==> src/rtl/hazard_controller.sv <==
// hazard_controller: forwarding, stall/flush and mult/div sequencing for the 5-stage MIPS pipeline.
// Define HAZARD_PERF_EN to add stallCount/flushCount performance counters.
module hazard_controller #(
    parameter int MD_LATENCY = 4,
    parameter int CNT_W      = 4
) (
    input  logic       clk,
    input  logic       rst,
    input  logic [4:0] RsD,
    input  logic [4:0] RtD,
    input  logic [4:0] RsE,
    input  logic [4:0] RtE,
    input  logic [4:0] writeRegE,
    input  logic [4:0] writeRegM,
    input  logic [4:0] writeRegW,
    input  logic       regWriteE,
    input  logic       regWriteM,
    input  logic       regWriteW,
    input  logic       memToRegE,
    input  logic       memToRegM,
    input  logic       branchD,
    input  logic       branchTakenD,
    input  logic       mdStartE,
    output logic [1:0] forwardAE,
    output logic [1:0] forwardBE,
    output logic       stallF,
    output logic       stallD,
    output logic       stallE,
    output logic       flushD,
    output logic       flushE,
    output logic       mdBusy,
    output logic       mdDoneE
`ifdef HAZARD_PERF_EN
   ,output logic [31:0] stallCount,
    output logic [31:0] flushCount
`endif
);
    localparam logic [1:0] IDLE = 2'd0, BUSY = 2'd1, DONE = 2'd2;
    logic [1:0]       state;
    logic [CNT_W-1:0] cnt;
    logic             lw_stall, br_stall, md_stall, fwd_m_a, fwd_w_a, fwd_m_b, fwd_w_b;
    always_comb begin
        fwd_m_a   = regWriteM && writeRegM != 5'd0 && writeRegM == RsE;
        fwd_w_a   = regWriteW && writeRegW != 5'd0 && writeRegW == RsE;
        fwd_m_b   = regWriteM && writeRegM != 5'd0 && writeRegM == RtE;
        fwd_w_b   = regWriteW && writeRegW != 5'd0 && writeRegW == RtE;
        forwardAE = fwd_m_a ? 2'b10 : fwd_w_a ? 2'b01 : 2'b00;
        forwardBE = fwd_m_b ? 2'b10 : fwd_w_b ? 2'b01 : 2'b00;
        lw_stall  = memToRegE && RtE != 5'd0 && (RtE == RsD || RtE == RtD);
        br_stall  = branchD && ((regWriteE && writeRegE != 5'd0 && (writeRegE == RsD || writeRegE == RtD)) ||
                                (memToRegM && writeRegM != 5'd0 && (writeRegM == RsD || writeRegM == RtD)));
        md_stall  = (state == IDLE && mdStartE) || state == BUSY;
        stallE    = md_stall;
        stallF    = lw_stall | br_stall | md_stall;
        stallD    = stallF;
        // a bubble into E while E is held would destroy the mult/div in flight
        flushE    = (lw_stall | br_stall) & ~md_stall;
        flushD    = branchTakenD & ~stallD;
        mdBusy    = state != IDLE;
        mdDoneE   = state == DONE;
    end
    always_ff @(posedge clk) begin
        if (rst) begin
            state <= IDLE;
            cnt   <= '0;
        end else if (state == IDLE && mdStartE) begin
            state <= BUSY;
            cnt   <= CNT_W'(MD_LATENCY - 2);
        end else if (state == BUSY) begin
            if (cnt == '0) state <= DONE;
            else cnt <= cnt - CNT_W'(1);
        end else if (state == DONE) begin
            state <= IDLE;
        end
    end
`ifdef HAZARD_PERF_EN
    always_ff @(posedge clk) begin
        if (rst) begin
            stallCount <= '0;
            flushCount <= '0;
        end else begin
            stallCount <= stallCount + {31'd0, stallF};
            flushCount <= flushCount + {31'd0, flushD | flushE};
        end
    end
`endif
endmodule

==> config.mk <==
export PLATFORM = sky130hd
export DESIGN_NAME = hazard_controller
export DESIGN_NICKNAME = d
export VERILOG_FILES = /design/src/rtl/hazard_controller.sv
export SDC_FILE = /design/constraint.sdc
export NUM_CORES = 1
export LEC_CHECK = 0
export BUFFER_PORTS_ARGS = -buffer_cell sky130_fd_sc_hd__buf_2
export CORE_MARGIN = 5
export CORE_UTILIZATION = 48
export DETAILED_ROUTE_END_ITERATION = 8
export HOLD_SLACK_MARGIN = 0.15
export PLACE_DENSITY_LB_ADDON = 0.12
export SYNTH_ARGS = -nofsm -noshare
export SYNTH_HDL_FRONTEND = slang
export SYNTH_SLANG_ARGS = --single-unit
==> constraint.sdc <==
create_clock -name clk -period 5.8 [get_ports clk]
set_clock_uncertainty 0.2 [all_clocks]
set_input_delay 1.16 -clock clk [delete_from_list [all_inputs] [get_ports clk]]
set_output_delay 1.16 -clock clk [all_outputs]
set_load 0.01 [all_outputs]
==> results.json, run 1 <==
{
  "synth_nets": 181,
  "ioPinCount": 56,
  "fin_setup_tns_ns": 0,
  "fillers": 193,
  "first_pass_iters": 4,
  "antenna_found_initial": 0,
  "drive_above_1_share_pct": 33.3,
  "worst-path-max-fanout": 5,
  "cellPowerDensity_nw_per_um2": 140,
  "core_area_um2": 1980,
  "max_stage_delay_ns": 0.52,
  "critPathLaunchType": "primary input",
  "r2r-end": "cnt[3]",
  "max-clock-path-buffers": 2,
  "design_area_um2": 1260,
  "hp-class": "reg -> reg",
  "grtUsageTotal_pct": 16.4,
  "hold_viol": 0,
  "syn2layout_area_growth_pct": 26.2,
  "path_class": "in -> out",
  "hold_depth": 2,
  "rsz0062_at_grt": "no",
  "syn_inst": 135,
  "diodes": 0,
  "slew_violations": 0,
  "relSlewSlack_pct": 64.4,
  "grt_start_max_net_pins": 9,
  "antenna_left": 0,
  "max_freq_ghz": 0.239,
  "dieArea_um2": 3100,
  "htreeDepth": 1,
  "worstHoldStart": "state[0]",
  "cts_tree": "done",
  "period_share_pct": 72.2,
  "critPathBufInv": 2,
  "period_needed_ns": 4.19,
  "finalPower_w": 0.000177,
  "dieWidth_um": 55.7,
  "fp.dieH_um": 55.7,
  "port_buffers": 55,
  "ir_worst_vdd_v": 0.000139,
  "rows": 16,
  "dpl.hpwl_um": 2300,
  "dp_cells": 204,
  "critPathArrivalTime_ns": 2.83,
  "cts-resized-gates": 0,
  "fin_util_pct": 63.8,
  "multiInputGateArea_um2": 806,
  "cp_cell_sequence": "buf_2, or4_1, o21a_1, a222oi_1, o21ai_0, buf_2",
  "clk_pin_slew_worst_paths_ns": 0.04,
  "whs_endpoint": "state[0]",
  "synth_edf_count": 0,
  "seq_area_frac_synth_pct": 12.0,
  "reg2regPathDepth": 7,
  "overflow": 0,
  "fin_cells": 207,
  "cp_top_family": "compound AO/OA/AOI/OAI gates",
  "slowest_stage": "or4_1",
  "rr_startpoint": "cnt[0]",
  "grt_pass1_wl_um": 4260,
  "yosys_warnings": 0,
  "final_nets": 228,
  "async_flop_share_pct": 0,
  "wire_per_inst_um": 12.4,
  "first_global_vias": 1058,
  "post_cts_buffers": 0,
  "root_buffer": "clkbuf_4",
  "dpl_cell_area_um2": 1240,
  "cp.required_ns": 4.44,
  "ys_ff_latch": 6,
  "setup_viol": 0,
  "tightestPinTransition_ns": 0.532,
  "leakage_nw": 0.545,
  "avgViaCountPerCell": 5.02,
  "crit_path_end_kind": "output pin",
  "yosysUniqueCellTypes": 30,
  "finalWeightedCongestion": 0.818,
  "initial_core_util_pct": 50.6,
  "dr_total_vias": 1039,
  "synth_area_um2": 1000,
  "wl_um": 2560,
  "hold_buffers": 0,
  "cts_buffers": 3,
  "regArea_um2": 120,
  "ys.flop_type": "dfxtp_1",
  "clk_latency_ns": 0.24,
  "drt_iter0_markers": 28,
  "status": "finished clean",
  "cts_sinks": 6,
  "r2r_slack_ns": 3.88,
  "crit_top_cell": "buf_2",
  "drc_errors": 0,
  "max_cap_violations": 0,
  "synth_area_per_cell_um2": 7.42
}
==> Yosys cell counts (2+ instances only) <==
cell      instances  area [um^2]
or4_1             4         30.0
xnor2_1          37          324
nor3_1            2         10.0
nor3b_1           3         22.5
nand2_1          12         45.0
o21ai_0           3         15.0
buf_4             3         22.5
a21oi_1           2         10.0
inv_1             2         7.51
clkbuf_1          7         26.3
nor2_1            8         30.0
nand3_1           8         40.0
dfxtp_1           6          120
xor2_1           16          140
o22ai_1           3         18.8
nor4_1            4         25.0
nand2b_1          2         12.5
==> metal layers <==
layer,part of all wire [%],global-route usage (%)
met1,38,16.3
met2,58,33.6
met4,0,4.17
met5,0,0
met3,4.0,3.02
==> registers in the layout (all words and copies together) (netlist names) <==
signal	flops
state	2
cnt	4
==> worst reg2reg max path, delay by kind of cell (launching register included) <==
family	cells	cell delay [ns]
XOR/XNOR	1	0.17
adder cells (fa/ha/maj)	1	0.20
buffers and inverters	1	0.06
flip-flops	1	0.36
AND/OR/NAND/NOR	4	0.81
==> cell usage in the layout, fill, tap and decap left out, types with 3 or more instances in the layout <==
cell	instances
buf_2	55
xnor2_1	37
xor2_1	16
nand2_1	12
nor2_1	8
nand3_1	8
dfxtp_1	6
nor4_1	4
or4_1	4
o21ai_0	3
o22ai_1	3
nor3b_1	3
clkbuf_4	3
==> report_power, final <==
part           internal (W)  switching (W)
combinational     0.0000472      0.0000466
clock             0.0000233      0.0000131
sequential        0.0000444     0.00000293
==> final cells by class <==
type                       instances  share of cell area [%]
multi-input combinational        114                    63.7
clock buffer                       3                    1.78
tap                               27                    2.67
timing repair buffer              55                    21.8
inverter                           2                   0.593
sequential                         6                    9.50
==> per-stage QoR <==
step	hold slack [ns]	worst slack, ns
floorplan	0.275	1.63
global placement	0.301	1.64
detailed placement	0.307	1.62
CTS	0.314	1.61
global route	0.340	1.47
finish	0.311	1.61
==> worst max-delay path by stage <==
stage,depth (start not counted),endpoint,start,slack (ns)
CTS,6,stallD,RtE[1],1.61
global placement,6,stallD,RtE[1],1.64
detailed placement,6,stallD,RtE[1],1.62
floorplan,6,stallF,RtE[2],1.63
finish,6,stallD,RtE[1],1.61
global route,6,stallD,RtE[1],1.47
==> kinds of logic after synthesis <==
group / after synthesis / share of synthesized area (%)
xor+xnor: 53 / 46.3
compound gates: 11 / 7.12
fa+ha+maj: 1 / 1.25
simple gates: 49 / 25.7
buf+inv: 15 / 7.62
flops: 6 / 12.0
(Power assumes the default switching activity.)
==> run 2, diff against run 1 <==
--- a/config.mk
+++ b/config.mk
@@ -5,9 +5,10 @@
 export SDC_FILE = /design/constraint.sdc
 export NUM_CORES = 1
 export LEC_CHECK = 0
+export ABC_AREA = 1
 export BUFFER_PORTS_ARGS = -buffer_cell sky130_fd_sc_hd__buf_2
 export CORE_MARGIN = 5
-export CORE_UTILIZATION = 48
+export CORE_UTILIZATION = 47
 export DETAILED_ROUTE_END_ITERATION = 8
 export HOLD_SLACK_MARGIN = 0.15
 export PLACE_DENSITY_LB_ADDON = 0.12
==> constraint.sdc (replaced) <==
create_clock -name clk -period 4.37 [get_ports clk]
set_clock_uncertainty 0.2 [all_clocks]
set_input_delay 0.874 -clock clk [delete_from_list [all_inputs] [get_ports clk]]
set_output_delay 0.874 -clock clk [all_outputs]
set_load 0.01 [all_outputs]
==> run 2 against run 1 <==
  * Clock power increased by 48%
  * Sequential share of layout area decreased by 1.1 points
  * Worst setup slack got worse by 0.25 ns
  * Core utilization decreased by 5.2 points
  * Power increased by 41%
  * Via count increased by 30%
  * Combinational power increased by 45%
  * Routed wire length increased by 20%
  * Sequential cell count unchanged
  * Design area increased by 14%
  * First-iteration DRC count increased by 110%
  * Critical endpoint is now flushE
==> results.json, run 2 <==
{
  "status": "finished clean",
  "avgViaCountPerCell": 4.65,
  "syn2layout_area_growth_pct": 20.7,
  "clk_latency_ns": 0.25,
  "ioPinCount": 56,
  "yosysTopAreaCell": "nand2_1",
  "dieWidth_um": 60.4,
  "cp_cell_sequence": "buf_2, inv_1, nand2_1, nand2_1, nor2_1, nand3_1, nand2_1, nand2_1, nand2_1, nand2_2, a21oi_1, buf_2",
  "first_global_vias": 1176,
  "clk_pin_slew_worst_paths_ns": 0.05,
  "hold_viol": 0,
  "crit_end": "flushE",
  "rr_startpoint": "cnt[0]",
  "diodes": 0,
  "async_flop_share_pct": 0,
  "hold_buffers": 0,
  "ys_ff_latch": 6,
  "crit_top_cell": "nand2_1",
  "wl_met3_um": 248,
  "grt_pass1_wl_um": 4950,
  "crit_path_end_kind": "output pin",
  "critPathLaunchType": "primary input",
  "synth_area_um2": 1190,
  "synth_nets": 260,
  "fin_setup_tns_ns": 0,
  "synth_edf_count": 0,
  "ir_worst_vdd_v": 0.000197,
  "rows": 18,
  "hp-class": "reg -> reg",
  "syn_inst": 214,
  "r2r-end": "cnt[1]",
  "cts_tree": "done",
  "synth_area_leaders": "nand2_1 20%, xnor2_1 12%, xor2_1 12%",
  "period_needed_ns": 3.01,
  "initial_core_util_pct": 48.6,
  "yosysMostFrequentCell": "nand2_1",
  "setup_viol": 0,
  "dieArea_um2": 3640,
  "grt_start_max_net_pins": 7,
  "max_cap_violations": 0,
  "leakage_nw": 0.851,
  "drive_above_1_share_pct": 25.8,
  "top_register": "cnt",
  "fin_cells": 290,
  "finalWeightedCongestion": 0.861,
  "core_area_um2": 2450,
  "synth_top_area_share_pct": 19.8,
  "fillers": 281,
  "cts_buffers": 3,
  "wl_met2_um": 1270,
  "wire_per_inst_um": 10.6,
  "final_nets": 308,
  "drt_iter0_markers": 59,
  "antenna_left": 0,
  "htreeDepth": 1,
  "antenna_found_initial": 0,
  "slew_violations": 0,
  "port_buffers": 55,
  "max_freq_ghz": 0.332,
  "cp.required_ns": 3.30,
  "post_cts_buffers": 0,
  "max-clock-path-buffers": 2,
  "critPathArrivalTime_ns": 1.93,
  "ys.flop_type": "dfxtp_1",
  "reg.largest.list": "cnt x4, state x2",
  "cellPowerDensity_nw_per_um2": 174,
  "first_pass_iters": 4,
  "worst-path-max-fanout": 6,
  "final_common_cell": "nand2_1",
  "yosys_warnings": 0,
  "synth_commonest_cells": "63 x nand2_1, 32 x inv_1, 23 x nor2_1",
  "dr_total_vias": 1348,
  "critPathBufInv": 3,
  "slowest_stage": "buf_2",
  "dp_cells": 287,
  "seq_area_frac_synth_pct": 10.1,
  "layout_common_cells": "63 x nand2_1, 55 x buf_2, 32 x inv_1",
  "rsz0062_at_grt": "no",
  "yosysUniqueCellTypes": 23,
  "fp.dieH_um": 60.4,
  "cp_top_family": "simple AND/OR/NAND/NOR gates",
  "largest_reg_flops": 4,
  "startpoint": "writeRegM[2]",
  "drc_errors": 0,
  "fin_util_pct": 58.6,
  "wl_met1_um": 1520,
  "relSlewSlack_pct": 75.9,
  "max_stage_delay_ns": 0.17,
  "wl_um": 3070,
  "grtUsageTotal_pct": 17.4,
  "tightestPinTransition_ns": 0.359,
  "synth_area_per_cell_um2": 5.57,
  "routed.top_layer": "met4",
  "cts-resized-gates": 0,
  "cts_sinks": 6,
  "root_buffer": "clkbuf_4",
  "hold_depth": 2,
  "path_class": "in -> out",
  "reg2regPathDepth": 9,
  "dpl.hpwl_um": 2680,
  "r2r_slack_ns": 2.71,
  "period_share_pct": 68.9,
  "overflow": 0,
  "crit_cells": 12
}
==> run 2: layer usage <==
metal  vias to the layer above  track usage (%)
met3                         4             2.77
met1                       563             25.9
met4                         0             1.90
li1                        734                -
met5                         -                0
met2                        47             27.3
==> run 2: metrics by stage <==
step	worst slack [ns]	hold slack [ns]	total power, W	instance area [um^2]
floorplan	1.54	0.239	0.000154	1190
global placement	1.34	0.259	0.000198	1420
detailed placement	1.37	0.256	0.000198	1420
CTS	1.36	0.263	0.000253	1440
global route	1.22	0.275	0.000272	1440
finish	1.36	0.262	0.000250	1440
==> run 2: cell families (layout without fill, tap and decap cells) <==
| kind of cell | count (synthesis) | count (layout) | synth area share, % |
|---|---|---|---|
| flip-flops | 6 | 6 | 10.1 |
| AO/OA/AOI/OAI | 12 | 12 | 5.25 |
| XOR/XNOR | 33 | 33 | 24.2 |
| buffers and inverters | 47 | 93 | 18.5 |
| adder cells (fa/ha/maj) | 1 | 1 | 1.05 |
| AND/OR/NAND/NOR | 115 | 115 | 40.9 |
==> run 2: worst min-delay path by stage <==
stage          startpoint     end  slack, ns
5_1_grt            cnt[0]  cnt[0]       0.27
4_1_cts            cnt[0]  cnt[0]       0.26
3_5_place_dp       cnt[0]  cnt[0]       0.26
2_1_floorplan      cnt[0]  cnt[0]       0.24
6_report           cnt[0]  cnt[0]       0.26
3_3_place_gp       cnt[0]  cnt[0]       0.26
==> run 2: area by class of cell <==
cell class              count  area [um^2]  area share (%)
inverters                  35          131            9.13
clock buffers               3         22.5            1.57
multi-input cells         161          852            59.2
well taps                  30         37.5            2.61
flip-flops and latches      6          120            8.35
repair buffers             55          275            19.1
==> run 2: where the power goes <==
group	internal [W]	switching (W)	leakage [nW]
logic	0.0000576	0.0000780	0.788
registers	0.0000587	0.00000246	0.0491
clock network	0.0000312	0.0000224	0.0138
==> run 2: tightest hold or removal path: stages (launching register included) <==
cell     delay (ns)
dfxtp_1        0.30
nand2_1        0.06
a21oi_1        0.05
==> run 3, diff against run 2 <==
--- a/config.mk
+++ b/config.mk
@@ -8,7 +8,7 @@
 export ABC_AREA = 1
 export BUFFER_PORTS_ARGS = -buffer_cell sky130_fd_sc_hd__buf_2
 export CORE_MARGIN = 5
-export CORE_UTILIZATION = 47
+export CORE_UTILIZATION = 42
 export DETAILED_ROUTE_END_ITERATION = 8
 export HOLD_SLACK_MARGIN = 0.15
 export PLACE_DENSITY_LB_ADDON = 0.12
==> constraint.sdc (replaced) <==
create_clock -name clk -period 2.64 [get_ports clk]
set_clock_uncertainty 0.2 [all_clocks]
set_input_delay 0.528 -clock clk [delete_from_list [all_inputs] [get_ports clk]]
set_output_delay 0.528 -clock clk [all_outputs]
set_load 0.01 [all_outputs]
==> run 3 against run 2 <==
  * Final cell count rose by 0.34%
  * First-iteration DRC count down 12%
  * Hold slack worse by 0.0019 ns
  * Sequential share of layout area about the same
  * Design area about the same
  * Via count decreased by 1.7%
  * Register-to-register slack worse by 1.6 ns
  * Core utilization fell by 5.9 points
  * Die area grew 9.9%
  * Global-route usage decreased by 1.2 points
  * Highest routed layer is now met3
==> results.json, run 3 (same netlist as run 2, synthesis figures left out) <==
{
  "drive_above_1_share_pct": 25.8,
  "cts-resized-gates": 0,
  "avgViaCountPerCell": 4.55,
  "syn2layout_area_growth_pct": 20.8,
  "cp_top_family": "simple AND/OR/NAND/NOR gates",
  "reg2regPathDepth": 9,
  "antenna_left": 0,
  "post_cts_buffers": 0,
  "cp.required_ns": 1.91,
  "slew_violations": 0,
  "max_cap_violations": 0,
  "critPathLaunchType": "primary input",
  "largest_reg_flops": 4,
  "dieWidth_um": 63.3,
  "cts_buffers": 3,
  "reg.largest.list": "cnt x4, state x2",
  "r2r_slack_ns": 1.08,
  "ir_worst_vdd_v": 0.000300,
  "setup_viol": 0,
  "tightestPinTransition_ns": 0.401,
  "diodes": 0,
  "dpl_cell_area_um2": 1420,
  "first_global_vias": 1341,
  "hold_buffers": 0,
  "wire_per_inst_um": 10.6,
  "worstHoldStart": "cnt[0]",
  "r2r-end": "cnt[1]",
  "initial_core_util_pct": 43.6,
  "critPathArrivalTime_ns": 1.56,
  "design_area_um2": 1440,
  "wl_met1_um": 1380,
  "leakage_nw": 0.851,
  "status": "finished clean",
  "cts_sinks": 6,
  "layout_common_cells": "63 x nand2_1, 55 x buf_2, 32 x inv_1",
  "dieArea_um2": 4000,
  "antenna_found_initial": 0,
  "crit_path_end_kind": "output pin",
  "fp.dieH_um": 63.3,
  "fillers": 296,
  "hold_viol": 0,
  "first_pass_iters": 4,
  "period_share_pct": 86.6,
  "wl_um": 3100,
  "clk_pin_slew_worst_paths_ns": 0.04,
  "top_register": "cnt",
  "wl_met3_um": 140,
  "max_stage_delay_ns": 0.16,
  "core_area_um2": 2730,
  "path_class": "in -> out",
  "relSlewSlack_pct": 73.0,
  "startpoint": "writeRegM[0]",
  "drt_iter0_markers": 52,
  "cp_cell_sequence": "buf_2, inv_1, nand2_1, nand2_1, nor2_1, nand3_1, nand2_1, nand2_1, nand2_1, nand2_2, a21oi_1, buf_2",
  "whs_endpoint": "cnt[0]",
  "final_nets": 308,
  "port_buffers": 55,
  "overflow": 0,
  "grt_pass1_wl_um": 5580,
  "max_freq_ghz": 0.437,
  "worst-path-max-fanout": 6,
  "drc_errors": 0,
  "rsz0062_at_grt": "no",
  "dr_total_vias": 1325,
  "crit_top_cell": "nand2_1",
  "grtUsageTotal_pct": 16.3,
  "hold_depth": 2,
  "dpl.hpwl_um": 2710,
  "critPathBufInv": 3,
  "max-clock-path-buffers": 2,
  "cts_tree": "done",
  "fin_setup_tns_ns": 0,
  "ioPinCount": 56,
  "routed.top_layer": "met3",
  "htreeDepth": 1,
  "final_common_cell": "nand2_1",
  "finalWeightedCongestion": 0.846,
  "rr_startpoint": "cnt[0]",
  "grt_start_max_net_pins": 7,
  "wl_met2_um": 1580,
  "rows": 19,
  "slowest_stage": "buf_2",
  "root_buffer": "clkbuf_4",
  "period_needed_ns": 2.29,
  "hp-class": "reg -> reg",
  "cellPowerDensity_nw_per_um2": 282,
  "clk_latency_ns": 0.24
}
run 3: cell counts in the layout (fill, tap and decap cells not counted):
Identical to the previous run, type by type.
run 3: layout make-up:
type / count / area (um^2) / area share, %
Tap cell: 31 / 38.8 / 2.69
Clock buffer: 3 / 22.5 / 1.56
Inverter: 35 / 131 / 9.12
Multi-Input combinational cell: 161 / 852 / 59.2
Sequential cell: 6 / 120 / 8.34
Timing Repair Buffer: 55 / 275 / 19.1
run 3: report_power, final:
part           internal, W  switching, W
registers        0.0000972    0.00000377
clock network    0.0000513     0.0000309
logic            0.0000955      0.000127
total             0.000244      0.000162
run 3: metal layers:
metal  vias to the layer above  track usage (%)
met5                         -                0
met2                        25             30.0
met3                         0             2.13
met1                       566             19.6
met4                         0             3.90
li1                        734                -
run 3: worst reg2reg max path: stages (launching register included):
cell and delay [ns]:
dfxtp_1 0.30, inv_1 0.08, ha_1 0.17, inv_1 0.04, nor3_1 0.25, nor2_2 0.09, inv_2 0.09, o21ai_0 0.07
a21oi_1 0.12, nor2_1 0.05
run 3: how the worst max path moves through the flow:
| stage | to | slack (ns) | cells after the start |
|---|---|---|---|
| final | flushE | 0.35 | 12 |
| after global routing | flushE | 0.16 | 12 |
| after CTS | flushE | 0.32 | 12 |
| after detailed placement | flushE | 0.32 | 12 |
| after global placement | flushE | 0.32 | 12 |
| after floorplan | stallF | 0.50 | 10 |
run 3: stage by stage:
stage                     total power (W)  utilization, %  setup WS [ns]  std cells  hold slack, ns
after CTS                        0.000413            52.7          0.317        291           0.265
after floorplan                  0.000255               -          0.504        214           0.239
final                            0.000406            52.7          0.353        291           0.260
after detailed placement         0.000326            51.9          0.320        288           0.259
after global routing             0.000453            52.7          0.163        291           0.285
after global placement           0.000327            51.9          0.320        288           0.250
